<file path="src/rtl/pwm_fader.sv">
// pwm_fader: multi-channel PWM LED brightness driver.
//   Each channel holds an applied brightness LEVEL that either jumps to its
//   TARGET or fades toward it one step per RAMP_PERIODS PWM periods. LEVEL only
//   changes at PWM period boundaries so PWM_OUT never glitches mid-period.
//
// Ports:
//   CLK           system clock, rising edge
//   RST_N         asynchronous active-low reset
//   EN            run enable; low clears the timebase and forces outputs low
//   TARGET        per-channel target, channel i = [i*WIDTH +: WIDTH]
//   FADE          per-channel mode: 1 = ramp by one step, 0 = jump
//   PWM_OUT       registered PWM outputs
//   LEVEL         currently applied brightness per channel
//   SETTLED       combinational LEVEL == TARGET per channel
//   PERIOD_START  one-cycle pulse while the period counter sits at 0 after a wrap
module pwm_fader #(
  parameter int unsigned CHANNELS     = 4,
  parameter int unsigned WIDTH        = 8,
  parameter int unsigned PRESCALE     = 1,
  parameter int unsigned RAMP_PERIODS = 1
) (
  input  logic                      CLK,
  input  logic                      RST_N,
  input  logic                      EN,
  input  logic [CHANNELS*WIDTH-1:0] TARGET,
  input  logic [CHANNELS-1:0]       FADE,
  output logic [CHANNELS-1:0]       PWM_OUT,
  output logic [CHANNELS*WIDTH-1:0] LEVEL,
  output logic [CHANNELS-1:0]       SETTLED,
  output logic                      PERIOD_START
);

  localparam int unsigned PW = (PRESCALE > 1) ? $clog2(PRESCALE) : 1;
  localparam int unsigned RW = (RAMP_PERIODS > 1) ? $clog2(RAMP_PERIODS) : 1;
  localparam logic [PW-1:0]    PRE_LAST  = PW'(PRESCALE - 1);
  localparam logic [RW-1:0]    RAMP_LAST = RW'(RAMP_PERIODS - 1);
  localparam logic [WIDTH-1:0] CTR_LAST  = '1;

  logic [PW-1:0]             pre_cnt;
  logic [WIDTH-1:0]          ctr;
  logic [RW-1:0]             ramp_cnt;
  logic                      tick;
  logic                      boundary;
  logic                      ramp_step;
  logic [CHANNELS*WIDTH-1:0] level_next;

  always_comb begin
    tick      = EN && (pre_cnt == PRE_LAST);
    boundary  = tick && (ctr == CTR_LAST);
    ramp_step = (ramp_cnt == RAMP_LAST);
  end

  // Next applied level, only loaded on a period boundary. The ramp compares
  // before stepping, so it can neither overshoot nor wrap at 0 or max.
  always_comb begin
    level_next = LEVEL;
    for (int unsigned i = 0; i < CHANNELS; i++) begin
      if (!FADE[i]) begin
        level_next[i*WIDTH +: WIDTH] = TARGET[i*WIDTH +: WIDTH];
      end else if (ramp_step) begin
        if (LEVEL[i*WIDTH +: WIDTH] < TARGET[i*WIDTH +: WIDTH])
          level_next[i*WIDTH +: WIDTH] = LEVEL[i*WIDTH +: WIDTH] + WIDTH'(1);
        else if (LEVEL[i*WIDTH +: WIDTH] > TARGET[i*WIDTH +: WIDTH])
          level_next[i*WIDTH +: WIDTH] = LEVEL[i*WIDTH +: WIDTH] - WIDTH'(1);
      end
    end
  end

  always_comb begin
    SETTLED = '0;
    for (int unsigned i = 0; i < CHANNELS; i++)
      SETTLED[i] = (LEVEL[i*WIDTH +: WIDTH] == TARGET[i*WIDTH +: WIDTH]);
  end

  always_ff @(posedge CLK or negedge RST_N) begin
    if (!RST_N) begin
      pre_cnt      <= '0;
      ctr          <= '0;
      ramp_cnt     <= '0;
      LEVEL        <= '0;
      PWM_OUT      <= '0;
      PERIOD_START <= 1'b0;
    end else if (!EN) begin
      // LEVEL is deliberately left untouched so brightness resumes unchanged.
      pre_cnt      <= '0;
      ctr          <= '0;
      ramp_cnt     <= '0;
      PWM_OUT      <= '0;
      PERIOD_START <= 1'b0;
    end else begin
      pre_cnt      <= tick ? '0 : pre_cnt + PW'(1);
      if (tick)
        ctr <= ctr + WIDTH'(1);
      PERIOD_START <= boundary;
      // Compares the pre-update ctr/LEVEL: one cycle of latency by design.
      for (int unsigned i = 0; i < CHANNELS; i++)
        PWM_OUT[i] <= (ctr < LEVEL[i*WIDTH +: WIDTH]);
      if (boundary) begin
        ramp_cnt <= ramp_step ? '0 : ramp_cnt + RW'(1);
        LEVEL    <= level_next;
      end
    end
  end

endmodule

</file>
<file path="config.mk">
export PLATFORM = sky130hd
export DESIGN_NAME = pwm_fader
export DESIGN_NICKNAME = d
export VERILOG_FILES = /design/src/rtl/pwm_fader.sv
export SDC_FILE = /design/constraint.sdc
export NUM_CORES = 1
export LEC_CHECK = 0
export ABC_AREA = 1
export CAP_MARGIN = 20
export CORE_UTILIZATION = 45
export DETAILED_ROUTE_END_ITERATION = 10
export GPL_TIMING_DRIVEN = 0
export PLACE_DENSITY = 0.69
export SYNTH_ARGS = -nofsm -noshare
export SYNTH_HDL_FRONTEND = slang
export SYNTH_SLANG_ARGS = --single-unit
</file>
<file path="constraint.sdc">
create_clock -name CLK -period 3.3 [get_ports CLK]
set_clock_uncertainty 0.2 [all_clocks]
set_input_delay 0.66 -clock CLK [delete_from_list [all_inputs] [get_ports CLK]]
set_output_delay 0.66 -clock CLK [all_outputs]
set_load 0.005 [all_outputs]
</file>
; ---- After elaboration in Yosys (flattened, before gate mapping)
; Cells that the tools add are included.
[totals]
reg_bits = 47
latchBits = 0
ram_bits = 0
rom_bits = 0
in_bits = 39
out_inout_bits = 41
memories = 0
[classes]
n_addsub = 11
mul = 0
div = 0
order_cmp = 12
eq_ne = 15
n_shift = 0
mux = 25
bitwise_logic = 1
reduce_logical = 6
[op_table]
columns = op, n
row1 = $mux W8, 18
row2 = $lt A8 B8 Y1, 8
row3 = $add A8 B1 Y8 const B, 5
row4 = $eq A8 B8 Y1, 4
row5 = $gt A8 B8 Y1, 4
row6 = $sub A8 B1 Y8 const B, 4
row7 = $reduce_and A4 Y1, 4
row8 = $ne A3 B1 Y1 const B, 4
row9 = $eq A8 B8 Y1 const B, 1
row10 = $ne A2 B2 Y1 const B, 4
row11 = $mux W1, 6
row12 = $mux W4, 1
row13 = $ne A2 B1 Y1 const B, 2
row14 = $add A1 B1 Y1 const B, 2
row15 = $logic_and A1 B1 Y1, 2
row16 = $not A1 Y1, 1

; ---- Longest topological paths before layout
; Gate-level depths: netlist (run 1).
[logic_depth]
word_depth = 5
mapped_depth = 19
depth_no_buf = 19

; ---- Worst setup path after synthesis (run 1)
; Ideal clock, no wire load.
[synth_timing]
path_kind = input to register
startpoint = input TARGET[7]
endpoint = register LEVEL[6]
setup_ns = 0.116
t_arrival_ns = 2.654
required_ns = 2.984
setup_slack_ns = 0.330
path_stages = 14
path_buffers = 0
cell_sequence = inv_1 ha_1 a21o_1 nor2_1 nand2_1 ha_1 a21oi_1 or2_2 nand3_1 nand2_1 nand3_1 o21ai_0 nand2_2 nand2_1
[synth_via]
elab_chain_len = 4
[synth_lines]
columns = element, line_no
row1 = start: declaration, 25  ; input logic [CHANNELS*WIDTH-1:0] TARGET,
row2 = $lt A8 B8 Y1, 61  ; if (LEVEL[i*WIDTH +: WIDTH] < TARGET[i*WIDTH +: WIDTH])
row3 = $mux W8, 61
row4 = $mux W8, 60  ; end else if (ramp_step) begin
row5 = $mux W8, 58  ; if (!FADE[i]) begin
row6 = end signal: assignment, 100  ; LEVEL <= level_next;
row7 = end: declaration, 28  ; output logic [CHANNELS*WIDTH-1:0] LEVEL,
; Several ways; a longest one is shown, not always the timed one. The select of a mux whose other input is x is not followed.
; A chain may end at the register's enable or synchronous reset.

; ---- Worst setup path after layout (run 1)
; Same ends and word-level chain as after synthesis.

==> results of run 1 <==
-- per-layer routing --
layer | wire, um | vias up | track usage, % | share of wire, %
met1 | 5920 | 2383 | 29.5 | 46
met2 | 6400 | 120 | 39.0 | 50
li1 | - | 2567 | - | -
met5 | 0 | - | 0 | 0
met4 | 149 | 0 | 6.46 | 1.2
met3 | 456 | 10 | 1.88 | 3.5
-- critical path, delay by kind of cell --
family	cells	cell delay (ns)
compound gates	1	0.16
fa+ha+maj	2	0.71
buf+inv	3	0.72
simple gates	10	1.03
-- worst max-delay path by stage --
stage	startpoint	to	slack, ns	depth (start not counted)
CTS	TARGET[7]	LEVEL[6]	-0.03	15
global placement	TARGET[7]	LEVEL[6]	-0.44	15
floorplan	TARGET[7]	LEVEL[6]	0.33	14
detailed placement	TARGET[7]	LEVEL[6]	-0.53	15
global route	TARGET[5]	LEVEL[6]	-0.03	16
finish	TARGET[7]	LEVEL[6]	0.06	16
-- registers in the layout (all words and copies together), names as in the netlist --
name / cells
LEVEL: 32
PWM_OUT: 4
PERIOD_START: 1
ctr: 8
pre_cnt: 1
-- layout by cell type, fill, tap and decap left out, drive strengths merged, types with 4 or more instances in the layout --
master	synthesis	routed
a21o	4	4
a21oi	56	56
buf	4	15
clkbuf	4	10
clkdlybuf4s50	0	74
clkinv	4	4
dfrtp	46	46
dlymetal6s2s	0	4
fa	4	4
ha	89	89
inv	114	114
nand2	171	173
nand3	61	61
nand4	20	20
nor2	35	35
nor3	8	8
o211ai	4	4
o21ai	72	72
o22ai	5	5
or2	4	4
-- logic make-up (layout without fill, tap and decap cells) --
group | count (synthesis) | in the layout | synth area share (%)
adders and majority gates | 93 | 93 | 23.8
AOI/OAI and AO/OA | 141 | 141 | 15.5
buffers and inverters | 126 | 223 | 11.1
and+or+nand+nor | 299 | 301 | 26.5
other | 1 | 1 | 0.0748
DFF | 46 | 46 | 23.0
-- area by class of cell --
type / instances / share of cell area, %
multi-input combinational: 536 / 55.4
inverter: 118 / 7.18
sequential: 46 / 17.9
clock inverter: 2 / 0.582
tap: 140 / 2.72
clock buffer: 6 / 1.13
buffer: 8 / 1.47
timing repair buffer: 89 / 13.7
-- per-stage QoR --
step	setup slack (ns)	hold WS, ns
2_1_floorplan	0.330	0.164
3_3_place_gp	-0.439	0.319
3_5_place_dp	-0.529	0.346
4_1_cts	-0.0271	0.0540
5_1_grt	-0.0302	0.0600
6_report	0.0592	0.0529
-- power by group through the flow --
stage | Combinational [mW] | Clock, mW | Sequential (mW)
2_1_floorplan | 0.515 | 0 | 0.640
3_3_place_gp | 0.728 | 0 | 0.651
3_5_place_dp | 0.754 | 0 | 0.653
4_1_cts | 0.778 | 0.440 | 0.643
5_1_grt | 0.982 | 0.462 | 0.653
6_report | 0.872 | 0.426 | 0.647
-- timing repair --
item,4_1_cts,5_1_grt
buffers inserted,4,5
resized for setup,8,44
cloned,0,2
endpoints found under the setup margin,17,26
pin swaps,1,9
==> impl_metrics.ini, run 1 <==
[status]
outcome = finished, final reports clean

[floorplanning]
core_area_sq_um = 10800
io_pins = 80
die_h_um = 108
rows = 38
die_x_um = 108
dieArea_sq_um = 11600
start_util_pct = 46.3

[cells_and_area]
instances_no_fill = 945
drive_gt1_share_pct = 12.2
area_growth_pct = 28.6
diodes = 0
post-route-util_pct = 59.5
regArea_sq_um = 1150
fill_cells = 1022
multi_input_area_sq_um = 3570
num-nets-final = 936
final_area_sq_um = 6450

[clock_network]
cts_tree = yes
postCtsHoldBufs = 0
cts_made_buffers = 5
path_clk_slew_ns = 0.09
htreeDepth = 2
worstSkewPairLatency_ns = 0.30
root_buffer = clkbuf_8
cts_sinks = 46
clk_path_buf_depth = 2

[power]
comb_power_share_pct = 44.8
ir_drop_mv = 0.174
finalPower_mw = 1.94
p_sw_mw = 0.727
p_int_mw = 1.22
clkPwrFrac_pct = 21.9
seqPwrFrac_pct = 33.3
leakagePower_nw = 3.34
powerDensity_nw_per_um2 = 302
p_sw_share_pct = 37.4

[logic_synthesis]
synth.top_cell.area_share_pct = 23.0
synth_edf_count = 0
yosysMostFrequentCell = nand2_1
syn_avg_cell_area_sq_um = 7.10
synth.distinct_cells = 24
async_flop_share_pct = 100
syn-num-nets = 838
netlist_area_sq_um = 5010
syn_inst = 706
yosys-top-cells-area = dfrtp_1 (23%), ha_1 (22%), nand2_1 (12%)
yosysTopAreaCell = dfrtp_1
yosysWarnings = 0
synthTopCellsByCount = nand2_1 (157), inv_1 (113), ha_1 (89)
ys_seq_area_share_pct = 23.0
ys.flop_type = dfrtp_1
synth-seq-cells = 46

[routing]
drcViolationCount = 0
vias_per_cell = 5.38
antenna_left = 0
firstDrtPassIters = 5
wire_per_inst_um = 13.7
drt_iter0_markers = 309
vias = 5080
routed_wl_um = 12900

[timing]
maxSlewHeadroom_pct = 63.2
maxSlewViolCount = 0
setup_viol = 0
tns_ns = 0
fin_crit_ns = 3.24
rsz0062_at_grt = true
post-route-period-util_pct = 98.2
tightestPinTransition_ns = 0.550
hold_viol_final = 0
timing.fmax_ghz = 0.309

[critical_path]
crit_required_ns = 3.35
reg2regPathDepth = 14
crit_path_max_incr_delay_ns = 0.51
path_cells = clkdlybuf4s50_1, inv_1, ha_1, nand2_1, nor2_1, nor2_4, nand2_4, buf_4, fa_1, nand4_1, nand3_1, nand2_1, nand3_1, o21ai_0, nand2_2, nand2_1
rrSetupSlack_ns = 0.51
critPathMaxFanout = 5
critPathSlowestCell = clkdlybuf4s50_1
r2r_start = LEVEL[3]
worstSetupEndpointType = register
worstSetupStartpointType = input port
crit_path_frequent_cell = nand2_1
reg2reg_to = LEVEL[6]
criticalPathCategory = in -> reg
cp_data_arrival_time_ns = 3.29

[min_path]
hold_class = in -> async

[place]
dpl_cell_area_sq_um = 6000
dp_hpwl_um = 9920
io_buffers = 79
dp_cells = 926
place_congestion = 0.904

[grt]
globalRouteOverflowTotal = 0
grt_start_max_net_pins = 34
antenna_found_initial = 0
track_usage_pct = 22.4
grt_pass1_wl_um = 21100
grt_pass1_vias = 4659

[flow_run]
drv_cap = 0
Power figures use the tool's default switching activity.
==> run 2, diff against run 1 <==
==> constraint.sdc (replaced) <==
create_clock -name CLK -period 3.3 [get_ports CLK]
set_clock_uncertainty 0.2 [all_clocks]
set_input_delay 0.66 -clock CLK [delete_from_list [all_inputs] [get_ports CLK]]
set_output_delay 0.66 -clock CLK [all_outputs]
set_load 0.1 [all_outputs]
==> impl_metrics.ini, run 2 (synthesis results as in run 1) <==
[cells_and_area]
final_area_sq_um = 6380
num-nets-final = 933
instances_no_fill = 942
largest_register_ffs = 32
layout_common_cells = nand2_1 (149), inv_1 (113), ha_1 (78)
diodes = 0
area_growth_pct = 27.2
final_common_cell = nand2_1
fill_cells = 1052
reg.largest.list = LEVEL (32), ctr (8), PWM_OUT (4)
multi_input_area_sq_um = 3530
drive_gt1_share_pct = 12.7
post-route-util_pct = 58.8
regMostFlops = LEVEL
regArea_sq_um = 1160

[timing]
post-route-period-util_pct = 97.4
rsz0062_at_grt = true
setup_slack_ns = 0.0858
hold_viol_final = 0
hold_slack_ns = 0.0968
timing.fmax_ghz = 0.311
maxSlewHeadroom_pct = 33.2
fin_crit_ns = 3.21
tightestPinTransition_ns = 0.999
setup_viol = 0
maxSlewViolCount = 0

[critical_path]
cp_num_buf_inv = 3
crit_path_frequent_cell = nand2_1
critPathMaxFanout = 7
reg2regPathDepth = 14
reg2reg_to = LEVEL[7]
crit_required_ns = 3.30
cp_data_arrival_time_ns = 3.21
criticalPathCategory = in -> reg
worstSetupEndpointType = register
rrSetupSlack_ns = 0.51
path_cells = clkdlybuf4s50_1, inv_1, ha_1, a21oi_1, nor2_1, nor2_4, nand2_4, buf_4, ha_1, nand2_1, o21ai_0, a21oi_1, nand3_1, nand3_1, nand2_1, nand2_1
crit_path_max_incr_delay_ns = 0.46
cp_top_family = simple AND/OR/NAND/NOR gates
r2r_start = LEVEL[5]
critPathSlowestCell = clkdlybuf4s50_1
worstSetupStartpointType = input port

[floorplanning]
rows = 38
die_h_um = 108
dieArea_sq_um = 11600
die_x_um = 108
start_util_pct = 46.3
io_pins = 80
core_area_sq_um = 10800

[place]
place_ws_ns = -0.692
dpl_cell_area_sq_um = 6010
dp_cells = 926
io_buffers = 79
dp_hpwl_um = 9960
place_congestion = 0.880

[clock_network]
cts_tree = yes
clk_path_buf_depth = 2
postCtsHoldBufs = 0
cts_made_buffers = 5
htreeDepth = 2
path_clk_slew_ns = 0.09
worstSkewPairLatency_ns = 0.30
cts_sinks = 46
root_buffer = clkbuf_8

[grt]
grt_pass1_vias = 4745
grt_pass1_wl_um = 21000
antenna_found_initial = 0
globalRouteOverflowTotal = 0
grt_start_max_net_pins = 29
track_usage_pct = 22.4

[power]
leakagePower_nw = 3.26
ir_drop_mv = 0.176
powerDensity_nw_per_um2 = 331

[routing]
drt_iter0_markers = 224
routed_wl_um = 12700
vias_per_cell = 5.28
firstDrtPassIters = 5
vias = 4973
wire_per_inst_um = 13.5
antenna_left = 0
drcViolationCount = 0

[min_path]
hold_class = in -> async

[status]
outcome = finished, final reports clean

[flow_run]
drv_cap = 0
run 2: cell count changes in the layout (fill, tap and decap cells not counted), sizes merged:
| cell | previous run | this run |
|---|---|---|
| dlymetal6s2s | 4 | 0 |
| clkbuf | 10 | 13 |
| buf | 15 | 13 |
| clkinv | 4 | 6 |
| clkinvlp | 1 | 0 |
| nand2 | 173 | 172 |
run 2: per-layer routing:
metal / GRT usage (%) / up-vias / wire, um
met5: 0 / - / 0
met4: 6.07 / 0 / 216
met3: 1.88 / 16 / 499
met2: 40.8 / 113 / 6380
met1: 28.0 / 2291 / 5630
li1: - / 2553 / -
run 2: report_power, final:
group	leakage [nW]	internal, mW	switching (mW)
clock	0.0579	0.223	0.195
sequential	0.546	0.594	0.0521
combinational	2.66	0.383	0.667
total	3.26	1.20	0.914
run 2: worst max path at each step:
stage                     startpoint          to  slack [ns]  cells past startpoint
after global routing       TARGET[5]    LEVEL[7]       -0.10                     17
final                      TARGET[5]    LEVEL[7]        0.09                     16
after detailed placement   TARGET[7]  SETTLED[0]       -0.69                      8
after floorplan             LEVEL[1]    LEVEL[6]        0.01                     16
after global placement     TARGET[7]  SETTLED[0]       -0.67                      8
after CTS                 TARGET[29]   LEVEL[30]        0.01                     16
run 2: final cells by class:
| type | instances | share of cell area [%] |
|---|---|---|
| Multi-Input combinational cell | 535 | 55.3 |
| Inverter | 118 | 7.26 |
| Sequential cell | 46 | 18.2 |
| Clock inverter | 3 | 0.628 |
| Tap cell | 140 | 2.75 |
| Timing Repair Buffer | 87 | 13.3 |
| Buffer | 8 | 1.49 |
| Clock buffer | 5 | 1.08 |
run 2: worst reg2reg max path: cells and delay by family, from the launching register on:
family | cells | cell delay, ns
buffers and inverters | 1 | 0.18
DFF | 1 | 0.46
AOI/OAI and AO/OA | 3 | 0.48
and+or+nand+nor | 8 | 0.77
adders and majority gates | 2 | 0.61
run 2: what timing repair did:
action | CTS | global route
setup endpoints to repair | 17 | 22
setup buffers | 2 | 5
endpoints found under the hold margin | 0 | 0
gates cloned | 0 | 1
resized for setup | 25 | 41
pin swaps | 1 | 4
run 2: through the flow:
step	TNS (ns)	power, mW
floorplan	0	1.35
global placement	-10.52	1.58
detailed placement	-10.29	1.61
CTS	0	2.05
global route	-0.136	2.27
finish	0	2.11
